## config.mk

```make
export PLATFORM = sky130hd
export DESIGN_NAME = regbank_write_arbiter
export DESIGN_NICKNAME = d
export VERILOG_FILES = /design/src/rtl/regbank_write_arbiter.sv
export SDC_FILE = /design/constraint.sdc
export NUM_CORES = 1
export LEC_CHECK = 0
export CAP_MARGIN = 10
export CELL_PAD_IN_SITES_DETAIL_PLACEMENT = 1
export CELL_PAD_IN_SITES_GLOBAL_PLACEMENT = 2
export CORE_UTILIZATION = 25
export DETAILED_ROUTE_END_ITERATION = 7
export PLACE_DENSITY_LB_ADDON = 0.1
export SETUP_SLACK_MARGIN = 0.02
export SYNTH_ARGS = -nofsm -noshare
export SYNTH_HDL_FRONTEND = slang
export SYNTH_SLANG_ARGS = --single-unit
```

## constraint.sdc

```tcl
create_clock -name clock -period 1.5 [get_ports clock]
set_input_delay 0.15 -clock clock [delete_from_list [all_inputs] [get_ports clock]]
set_output_delay 0.15 -clock clock [all_outputs]
set_load 0.005 [all_outputs]
```

## src/rtl/regbank_write_arbiter.sv

```systemverilog
// Two-requester write arbiter for an enable-gated register bank: generates the bank tick,
// one-hot reg_we and shared reg_d. Optional define REGARB_FIXED_PRIORITY_EN makes A always win.
module regbank_write_arbiter #(
    parameter int NR_OF_BITS = 8,
    parameter int ADDR_BITS  = 3,
    parameter int TICK_DIV   = 4
) (
    input  logic                        clock,
    input  logic                        reset,
    input  logic                        a_req,
    input  logic [ADDR_BITS-1:0]        a_addr,
    input  logic [NR_OF_BITS-1:0]       a_data,
    output logic                        a_ack,
    input  logic                        b_req,
    input  logic [ADDR_BITS-1:0]        b_addr,
    input  logic [NR_OF_BITS-1:0]       b_data,
    output logic                        b_ack,
    output logic                        tick,
    output logic [(1<<ADDR_BITS)-1:0]   reg_we,
    output logic [NR_OF_BITS-1:0]       reg_d,
    output logic                        busy,
    output logic                        grant_b
);
    localparam int NREG  = 1 << ADDR_BITS;
    localparam int CNT_W = (TICK_DIV > 1) ? $clog2(TICK_DIV) : 1;
    localparam logic [CNT_W-1:0] CNT_LAST = CNT_W'(TICK_DIV - 1);

    typedef enum logic [1:0] {
        ST_IDLE  = 2'd0,
        ST_WRITE = 2'd1,
        ST_ACK   = 2'd2
    } state_t;

    function automatic logic [NREG-1:0] addr_onehot(input logic [ADDR_BITS-1:0] addr);
        logic [NREG-1:0] v;
        v       = {NREG{1'b0}};
        v[addr] = 1'b1;
        return v;
    endfunction

    state_t                 r_state;
    state_t                 w_state_nxt;
    logic [CNT_W-1:0]       r_tick_cnt;
    logic                   r_tick;
    logic [NREG-1:0]        r_we;
    logic [NREG-1:0]        w_we_nxt;
    logic [NR_OF_BITS-1:0]  r_d;
    logic [NR_OF_BITS-1:0]  w_d_nxt;
    logic                   r_a_ack;
    logic                   w_a_ack_nxt;
    logic                   r_b_ack;
    logic                   w_b_ack_nxt;
    logic                   r_busy;
    logic                   r_grant_b;
    logic                   w_grant_b_nxt;
    logic                   w_pick_b;
    logic [ADDR_BITS-1:0]   w_sel_addr;
    logic [NR_OF_BITS-1:0]  w_sel_data;

    // Free-running tick divider; tick is registered one cycle after the counter hits its last value
    always_ff @(posedge clock or negedge reset) begin
        if (!reset) begin
            r_tick_cnt <= {CNT_W{1'b0}};
            r_tick     <= 1'b0;
        end else begin
            r_tick <= (r_tick_cnt == CNT_LAST);
            if (r_tick_cnt == CNT_LAST) begin
                r_tick_cnt <= {CNT_W{1'b0}};
            end else begin
                r_tick_cnt <= r_tick_cnt + CNT_W'(1);
            end
        end
    end

`ifdef REGARB_FIXED_PRIORITY_EN
    assign w_pick_b = b_req & ~a_req;
`else
    logic r_prio_b;

    assign w_pick_b = b_req & (~a_req | r_prio_b);

    // Round-robin pointer: favour whichever requester was not served by the latest grant
    always_ff @(posedge clock or negedge reset) begin
        if (!reset) begin
            r_prio_b <= 1'b0;
        end else if ((r_state == ST_IDLE) && (a_req || b_req)) begin
            r_prio_b <= ~w_pick_b;
        end else begin
            r_prio_b <= r_prio_b;
        end
    end
`endif

    assign w_sel_addr = w_pick_b ? b_addr : a_addr;
    assign w_sel_data = w_pick_b ? b_data : a_data;

    // FSM state register
    always_ff @(posedge clock or negedge reset) begin
        if (!reset) begin
            r_state <= ST_IDLE;
        end else begin
            r_state <= w_state_nxt;
        end
    end

    // Next-state and next-output decode
    always_comb begin
        w_state_nxt   = r_state;
        w_we_nxt      = r_we;
        w_d_nxt       = r_d;
        w_grant_b_nxt = r_grant_b;
        w_a_ack_nxt   = 1'b0;
        w_b_ack_nxt   = 1'b0;
        case (r_state)
            ST_IDLE: begin
                if (a_req || b_req) begin
                    w_grant_b_nxt = w_pick_b;
                    w_d_nxt       = w_sel_data;
                    w_we_nxt      = addr_onehot(w_sel_addr);
                    w_state_nxt   = ST_WRITE;
                end else begin
                    w_state_nxt   = ST_IDLE;
                end
            end
            ST_WRITE: begin
                // The bank captures reg_d on this same edge, so the enable can drop with it
                if (r_tick) begin
                    w_we_nxt    = {NREG{1'b0}};
                    w_a_ack_nxt = ~r_grant_b;
                    w_b_ack_nxt = r_grant_b;
                    w_state_nxt = ST_ACK;
                end else begin
                    w_state_nxt = ST_WRITE;
                end
            end
            ST_ACK: begin
                w_state_nxt = ST_IDLE;
            end
            default: begin
                w_we_nxt    = {NREG{1'b0}};
                w_state_nxt = ST_IDLE;
            end
        endcase
    end

    // Output registers
    always_ff @(posedge clock or negedge reset) begin
        if (!reset) begin
            r_we      <= {NREG{1'b0}};
            r_d       <= {NR_OF_BITS{1'b0}};
            r_a_ack   <= 1'b0;
            r_b_ack   <= 1'b0;
            r_busy    <= 1'b0;
            r_grant_b <= 1'b0;
        end else begin
            r_we      <= w_we_nxt;
            r_d       <= w_d_nxt;
            r_a_ack   <= w_a_ack_nxt;
            r_b_ack   <= w_b_ack_nxt;
            r_busy    <= (w_state_nxt != ST_IDLE);
            r_grant_b <= w_grant_b_nxt;
        end
    end

    assign tick    = r_tick;
    assign reg_we  = r_we;
    assign reg_d   = r_d;
    assign a_ack   = r_a_ack;
    assign b_ack   = r_b_ack;
    assign busy    = r_busy;
    assign grant_b = r_grant_b;

endmodule

```

==> impl_metrics.json, run 1 <==
{
  "outcome": "finished clean",
  "combPwrFrac": 0.407,
  "synth_fa_ha_area_frac": 0.0111,
  "rows": 24,
  "cpMaxStageDelayCell": "dfrtp_2",
  "syn_inst": 92,
  "maxCapViolCount": 0,
  "drt_first_pass_iters": 3,
  "clk_pin_slew_ps": 90,
  "vias_per_cell": 4.62,
  "rsz0062_at_grt": "false",
  "final_util": 0.408,
  "drive_gt1_frac": 0.151,
  "hold_violations": 0,
  "synth_top_family_by_area": "compound AO/OA/AOI/OAI gates",
  "clock-sinks": 26,
  "area_growth_pct": 57.2,
  "synth_compound_area_frac": 0.161,
  "synth_nets": 119,
  "layout_commonest_cell": "clkdlybuf4s50_1",
  "drt_first_iter_violations": 21,
  "start_util": 0.260,
  "crit_family": "flip-flops",
  "grt_pass1_vias": 984,
  "grt_usage": 0.122,
  "die_w_um": 69,
  "finalWirelength_um": 2780,
  "end_kind": "register",
  "crit_type": "register to register",
  "stdcell_count": 198,
  "cts_hold_buf": 0,
  "placedCellCount": 194,
  "vias": 915,
  "ant_nets": 0,
  "drc_errors": 0,
  "crit_chain": "o21ai_4 > buf_6 > buf_4 > mux2i_4 > o21ai_1",
  "p_sw_frac": 0.307,
  "synth_xor_area_frac": 0,
  "powerDensity_mw_per_mm2": 1360,
  "clk_latency_ps": 270,
  "worst_pin_slew_ps": 364,
  "grt_pass1_wl_um": 4690,
  "period_share": 0.928,
  "muxShareOfSynthArea": 0.109,
  "fmax_mhz": 718,
  "synth_area_mm2": 0.00112,
  "slew_viol_final": 0,
  "core_area_mm2": 0.00432,
  "cts_inserted_buffers": 3,
  "grt_max_degree": 27,
  "gp_congestion": 0.798,
  "numPortBuffers": 46,
  "die_area_mm2": 0.00476,
  "diodes": 0,
  "antenna_found_initial": 0,
  "cts_tree": "done",
  "ir_drop_v": 0.000344,
  "path_max_fanout": 4,
  "gr-total-overflow": 0,
  "nets": 175,
  "final_cell_mix": "44 x clkdlybuf4s50_1, 25 x dfrtp_1",
  "worst_ep_required_time_ps": 1660,
  "yosysUniqueCellTypes": 23,
  "hold_slack_ps": 214,
  "yosysSeqAreaShare": 0.580,
  "cp_num_buf_inv": 2,
  "arrival_ps": 1550,
  "nFillCells": 479,
  "pwr-share-clk": 0.164,
  "seq_power_share": 0.429,
  "wl_per_cell_um": 14.0,
  "hold_class": "input port to register",
  "synth-simple-area-share": 0.0992,
  "cts_htree_levels": 1,
  "avgSynthCellArea_um2": 12.2,
  "ioPinCount": 47,
  "synth_seq_cells": 26,
  "finalClockSkew_ps": 1.73,
  "crit_path_start_kind": "register",
  "clockBufferDepth": 2,
  "p_leak_nw": 0.781,
  "setup_violations": 0,
  "dp_hpwl_um": 2130,
  "max_stage_delay_ps": 450,
  "finalCriticalPeriod_ps": 1390,
  "intPower_w": 0.00166,
  "p_sw_w": 0.000738,
  "die_h_um": 69,
  "slew_headroom": 0.757,
  "yosys_warnings": 0,
  "root_buffer": "clkbuf_8"
}
## power groups by stage
stage,Combinational (W),Clock [W],Sequential (W)
floorplan,0.000421,0,0.00105
global placement,0.000925,0,0.00104
detailed placement,0.000949,0,0.00105
CTS,0.000951,0.000406,0.00103
global route,0.00108,0.000443,0.00107
finish,0.000977,0.000393,0.00103
## per-layer routing
layer	track usage	vias to the layer above	share of wire
li1	-	439	-
met1	0.144	446	0.44
met2	0.220	26	0.51
met3	0.0292	4	0.045
met4	0.0340	0	0.012
met5	0	-	0
## metrics by stage
stage | total power [W] | setup slack [ps] | TNS, ps | area [um2]
2_1_floorplan | 0.00147 | 168 | 0 | 1120
3_3_place_gp | 0.00197 | -283 | -3670 | 1670
3_5_place_dp | 0.00199 | -289 | -3990 | 1670
4_1_cts | 0.00239 | 22.5 | 0 | 1710
5_1_grt | 0.00259 | 32.3 | 0 | 1760
6_report | 0.00240 | 108 | 0 | 1760
## synth_stat cells (all sizes together)
cell type | count | area share
inv | 3 | 0.010
a32o | 8 | 0.071
nor3 | 3 | 0.013
o21ai | 11 | 0.062
dfrtp | 26 | 0.58
nand2 | 8 | 0.027
mux2i | 10 | 0.089
mux2 | 2 | 0.020
a21oi | 1 | 0.0078
buf | 3 | 0.030
and2 | 1 | 0.0056
ha | 1 | 0.011
nor2 | 8 | 0.027
nor2b | 1 | 0.0056
and3 | 1 | 0.0056
o211ai | 1 | 0.0067
or3 | 1 | 0.010
a21o | 1 | 0.0067
nand2b | 1 | 0.0056
o22ai | 1 | 0.0056
## path summary, 6_finish.rpt
check | endpoint | depth (start not counted) | slack (ps) | from
max reg2reg | reg_d[2] | 5 | 110 | r_prio_b
min reg2reg | r_tick_cnt[0] | 1 | 430 | r_tick_cnt[0]
max in group asynchronous | r_prio_b | 2 | 980 | reset
max | reg_d[2] | 5 | 110 | r_prio_b
min | busy | 3 | 210 | a_req
min in group asynchronous | b_ack | 2 | 250 | reset
## worst register-to-register path, stage by stage (launching register included)
cell     delay, ps
dfrtp_2        450
o21ai_4        220
buf_6          140
buf_4          160
mux2i_4        240
o21ai_1         70
## final cells by class
class | instances | area, um2 | share of cell area
inverters | 3 | 11.3 | 0.00638
well taps | 52 | 65.1 | 0.0369
repair buffers | 54 | 529 | 0.300
multi-input cells | 60 | 465 | 0.264
clock buffers | 3 | 41.3 | 0.0234
flip-flops and latches | 26 | 652 | 0.370
## registers in the layout, indices dropped and copies added (netlist names)
signal      flops
r_tick_cnt      2
reg_d           8
a_ack           1
r_prio_b        1
busy            1
r_state         2
reg_we          8
grant_b         1
b_ack           1
tick            1
## logic make-up (layout without fill, tap and decap cells)
family	count (synthesis)	count (layout)
flip-flops	26	26
AND/OR/NAND/NOR	24	24
AO/OA/AOI/OAI	23	23
multiplexers	12	12
buffers and inverters	6	60
adder cells (fa/ha/maj)	1	1
## timing repair
item,CTS,global route
pin swaps,1,1
endpoints found under the setup margin,6,11
buffers inserted,0,1
gates cloned,0,0
endpoints found under the hold margin,0,0
resized for setup,0,12
Power figures use the tool's default switching activity.
==> run 2, diff against run 1 <==
Settings changed: CTS_BUF_LIST set to sky130_fd_sc_hd__clkbuf_16.
==> run 2 against run 1 <==
Via count grew 0.77%. Non-clock buffer count is the same. Register-to-register slack is essentially flat. Die area is the same. Clock skew is essentially flat. Clock-buffer cell count is the same. Combinational power is essentially flat. Cell count is the same. Final area grew 1.9%. Sequential share of layout area shrank 0.69 points. Highest routed layer unchanged.
==> impl_metrics.json, run 2 (synthesis gave the netlist of run 1 again) <==
{
  "setup_violations": 0,
  "r2r_start": "r_prio_b",
  "grtUsageMet3": 0.0336,
  "finalCriticalPeriod_ps": 1390,
  "p_leak_nw": 0.797,
  "ant_nets": 0,
  "combPwrFrac": 0.378,
  "numPortBuffers": 46,
  "root_buffer": "clkbuf_16",
  "grt_pass1_vias": 996,
  "hold_class": "input port to register",
  "crit_path_start_kind": "register",
  "maxCapViolCount": 0,
  "slew_viol_final": 0,
  "layout_commonest_cell": "clkdlybuf4s50_1",
  "start_util": 0.260,
  "path_max_fanout": 4,
  "stdcell_count": 198,
  "gp_congestion": 0.798,
  "die_h_um": 69,
  "drt_first_pass_iters": 4,
  "final_cell_mix": "44 x clkdlybuf4s50_1, 25 x dfrtp_1",
  "drive_gt1_frac": 0.151,
  "antenna_found_initial": 0,
  "ir_drop_v": 0.000501,
  "grt_usage": 0.126,
  "diodes": 0,
  "dp_hpwl_um": 2130,
  "seq_power_share": 0.400,
  "period_share": 0.929,
  "core_area_mm2": 0.00432,
  "rows": 24,
  "clk_pin_slew_ps": 60,
  "clockBufferDepth": 2,
  "ioPinCount": 47,
  "worst_ep_required_time_ps": 1640,
  "hold_start": "a_req",
  "r2r_slack_ps": 110,
  "grt_use_met2": 0.218,
  "cts_tree": "done",
  "gr-total-overflow": 0,
  "pwr-share-clk": 0.222,
  "finalWirelength_um": 2760,
  "vias_per_cell": 4.66,
  "end_kind": "register",
  "hold_slack_ps": 228,
  "clk_latency_ps": 260,
  "hold_violations": 0,
  "fmax_mhz": 718,
  "area_growth_pct": 60.2,
  "timing.rr.end": "reg_d[2]",
  "whs_path_depth": 3,
  "vias": 922,
  "arrival_ps": 1530,
  "reg2reg_depth": 5,
  "use_met1": 0.152,
  "cts_hold_buf": 0,
  "crit_type": "register to register",
  "drt_first_iter_violations": 20,
  "p_sw_frac": 0.288,
  "intPower_w": 0.00184,
  "die_area_mm2": 0.00476,
  "p_sw_w": 0.000744,
  "min_to": "busy",
  "worst_pin_slew_ps": 359,
  "wl_per_cell_um": 13.9,
  "cts_inserted_buffers": 3,
  "slew_headroom": 0.761,
  "finalClockSkew_ps": 2.00,
  "placedCellCount": 194,
  "rsz0062_at_grt": "false",
  "die_w_um": 69,
  "nets": 175,
  "cts_htree_levels": 1,
  "grt_max_degree": 27,
  "outcome": "finished clean",
  "drc_errors": 0,
  "grt_most_used_layer": "met2",
  "clock-sinks": 26,
  "powerDensity_mw_per_mm2": 1440,
  "grt_pass1_wl_um": 4790
}
[run 2: cell types whose count changed in the layout (fill, tap and decap cells not counted)]
cell / change
clkbuf_16: +3
clkbuf_8: -3
[run 2: worst max-delay path by stage]
stage                      to  cells past startpoint      from
floorplan           reg_we[2]                      3  r_prio_b
global placement    reg_we[2]                      5     a_req
detailed placement  reg_we[6]                      5     a_req
CTS                 reg_we[6]                      5     a_req
global route         reg_d[4]                      5  r_prio_b
finish               reg_d[2]                      5  r_prio_b
[run 2: power by group through the flow]
stage	Sequential, W	Clock [W]	Combinational (W)
after floorplan	0.00105	0	0.000421
after global placement	0.00104	0	0.000925
after detailed placement	0.00105	0	0.000949
after CTS	0.00103	0.000601	0.000968
after global routing	0.00107	0.000633	0.00108
final	0.00103	0.000573	0.000977
[run 2: what timing repair did]
item | in CTS | in global routing
setup buffers | 1 | 0
resized for setup | 3 | 9
pin swaps | 1 | 1
setup endpoints to repair | 7 | 15
[run 2: critical path, cell delays in order (launching register included)]
cell,delay [ps]
dfrtp_2,440
o21ai_4,220
buf_6,140
buf_4,160
mux2i_4,240
o21ai_1,70
[run 2: final cells by class]
type / count / area (um2)
clock buffers: 3 / 75.1
well taps: 52 / 65.1
repair buffers: 54 / 529
flip-flops and latches: 26 / 652
fillers: 477 / 2530
multi-input cells: 60 / 465
inverters: 3 / 11.3
[run 2: metal layers]
| metal | wire length [um] | up-vias |
|---|---|---|
| met5 | 0 | - |
| met4 | 35 | 0 |
| met3 | 142 | 4 |
| met2 | 1400 | 27 |
| met1 | 1180 | 448 |
| li1 | - | 443 |
[run 2: stage by stage]
stage / total power (W) / cell area, um2 / util / setup TNS [ps] / setup WS, ps
6_report: 0.00258 / 1800 / 0.416 / 0 / 107
5_1_grt: 0.00278 / 1800 / 0.416 / 0 / 28.1
4_1_cts: 0.00260 / 1760 / 0.407 / 0 / 8.38
3_5_place_dp: 0.00199 / 1670 / 0.385 / -3990 / -289
3_3_place_gp: 0.00197 / 1670 / 0.385 / -3670 / -283
2_1_floorplan: 0.00147 / 1120 / - / 0 / 168
==> run 3, diff against run 2 <==
Settings changed: CORE_UTILIZATION 25 to 27, CTS_CLUSTER_SIZE set to 14.
Clock period 1.5 ns to 1.65 ns, I/O delays scaled along.
==> run 3 against run 2 <==
Sequential cell count stayed put. Cell count fell by 2.0%. First-iteration DRC count increased by 95%. Critical path type is now input port to register. Largest cell class unchanged.
==> impl_metrics.json, run 3 (synthesis gave the netlist of run 1 again) <==
{
  "finalClockSkew_ps": 2.48,
  "p_leak_nw": 0.755,
  "root_buffer": "clkbuf_16",
  "start_util": 0.281,
  "hold_violations": 0,
  "power_w": 0.00230,
  "gp_congestion": 0.729,
  "cts_hold_buf": 0,
  "crit_path_start_kind": "input port",
  "core_area_mm2": 0.00400,
  "drt_first_pass_iters": 2,
  "powerDensity_mw_per_mm2": 1330,
  "setup_violations": 0,
  "worst_ep_required_time_ps": 1840,
  "placedCellCount": 190,
  "p_sw_frac": 0.290,
  "hold_class": "input port to asynchronous set/reset pin",
  "cts_inserted_buffers": 3,
  "ir_drop_v": 0.000370,
  "ant_nets": 0,
  "final_cell_mix": "46 x clkdlybuf4s50_1, 26 x dfrtp_1, 9 x mux2i_1",
  "seq_power_share": 0.407,
  "gr-total-overflow": 0,
  "grt_pass1_vias": 977,
  "clk_pin_slew_ps": 60,
  "clk_latency_ps": 260,
  "grt_max_degree": 27,
  "ioPinCount": 47,
  "diodes": 0,
  "crit_chain": "clkdlybuf4s50_1 > inv_1 > o21ai_4 > buf_4 > mux2i_1 > a32o_1",
  "vias_per_cell": 4.65,
  "clock-sinks": 26,
  "worst_pin_slew_ps": 676,
  "finalWirelength_um": 2660,
  "vias": 902,
  "layout_commonest_cell": "clkdlybuf4s50_1",
  "antenna_found_initial": 0,
  "pwr-share-clk": 0.232,
  "die_area_mm2": 0.00442,
  "p_sw_w": 0.000667,
  "rows": 23,
  "cpMaxStageDelayCell": "clkdlybuf4s50_1",
  "slew_viol_final": 0,
  "fmax_mhz": 654,
  "nets": 172,
  "intPower_w": 0.00163,
  "finalCriticalPeriod_ps": 1530,
  "drt_first_iter_violations": 39,
  "slew_headroom": 0.549,
  "period_share": 0.926,
  "stdcell_count": 194,
  "area_growth_pct": 54.3,
  "nFillCells": 444,
  "drc_errors": 0,
  "die_h_um": 66.5,
  "arrival_ps": 1720,
  "rsz0062_at_grt": "true",
  "drive_gt1_frac": 0.104,
  "numPortBuffers": 46,
  "cts_htree_levels": 1,
  "max_stage_delay_ps": 530,
  "wl_per_cell_um": 13.7,
  "place_ws_ps": -185,
  "end_kind": "register",
  "maxCapViolCount": 0,
  "dp_hpwl_um": 2040,
  "outcome": "finished clean",
  "grt_pass1_wl_um": 4560,
  "fin_ws_ps": 121,
  "clockBufferDepth": 2,
  "die_w_um": 66.5,
  "path_max_fanout": 4,
  "crit_type": "input port to register",
  "combPwrFrac": 0.361,
  "cts_tree": "done",
  "grt_usage": 0.138
}
[run 3: cell count changes in the layout (fill, tap and decap cells not counted), sizes merged]
| cell | before | now |
|---|---|---|
| clkinv | 0 | 1 |
| buf | 8 | 5 |
| clkdlybuf4s50 | 44 | 46 |
| dlymetal6s2s | 2 | 0 |
[run 3: power groups by stage]
stage,registers [W],logic (W),clock network [W]
2_1_floorplan,0.000951,0.000383,0
3_3_place_gp,0.000944,0.000825,0
3_5_place_dp,0.000951,0.000846,0
4_1_cts,0.000941,0.000847,0.000554
5_1_grt,0.000967,0.000938,0.000584
6_report,0.000937,0.000831,0.000533
[run 3: final timing paths]
kind | startpoint | to | slack, ps | cells after the start
hold / removal | reset | b_ack | 280 | 2
max in group asynchronous | reset | busy | 1120 | 2
min in group clock | r_tick_cnt[0] | r_tick_cnt[0] | 430 | 1
setup reg to reg | r_state[1] | reg_we[2] | 160 | 3
hold reg to reg | r_tick_cnt[0] | r_tick_cnt[0] | 430 | 1
setup / recovery | a_req | reg_we[2] | 120 | 6
[run 3: final cells by class]
| type | count | area, um2 | share of cell area |
|---|---|---|---|
| Inverter | 3 | 11.3 | 0.00650 |
| Multi-Input combinational cell | 60 | 430 | 0.249 |
| Clock buffer | 3 | 75.1 | 0.0434 |
| Sequential cell | 26 | 651 | 0.376 |
| Timing Repair Buffer | 51 | 498 | 0.288 |
| Tap cell | 50 | 62.6 | 0.0361 |
| Clock inverter | 1 | 3.75 | 0.00217 |
[run 3: per-stage QoR]
| step | hold slack, ps | setup TNS [ps] | area (um2) | utilization |
|---|---|---|---|---|
| finish | 282 | 0 | 1730 | 0.433 |
| floorplan | -131 | 0 | 1120 | - |
| global route | 321 | 0 | 1730 | 0.433 |
| CTS | 300 | 0 | 1730 | 0.432 |
| detailed placement | 423 | -1360 | 1650 | 0.412 |
| global placement | 414 | -876 | 1650 | 0.412 |
[run 3: timing repair]
action,CTS,global route
resized for setup,0,1
setup endpoints to repair,0,4
setup buffers,0,0
endpoints found under the hold margin,0,0
[run 3: per-layer routing]
metal,share of wire,track usage,wire (um),up-vias
met5,0,0,0,-
met4,0,0.0479,0,0
met3,0.074,0.0291,198,0
met2,0.48,0.230,1290,28
met1,0.44,0.177,1170,439
li1,-,-,-,435
[run 3: critical path: cells and delay by family]
kind,cells,cell delay [ps]
AOI/OAI and AO/OA,2,440
buffers and inverters,3,780
muxes,1,340
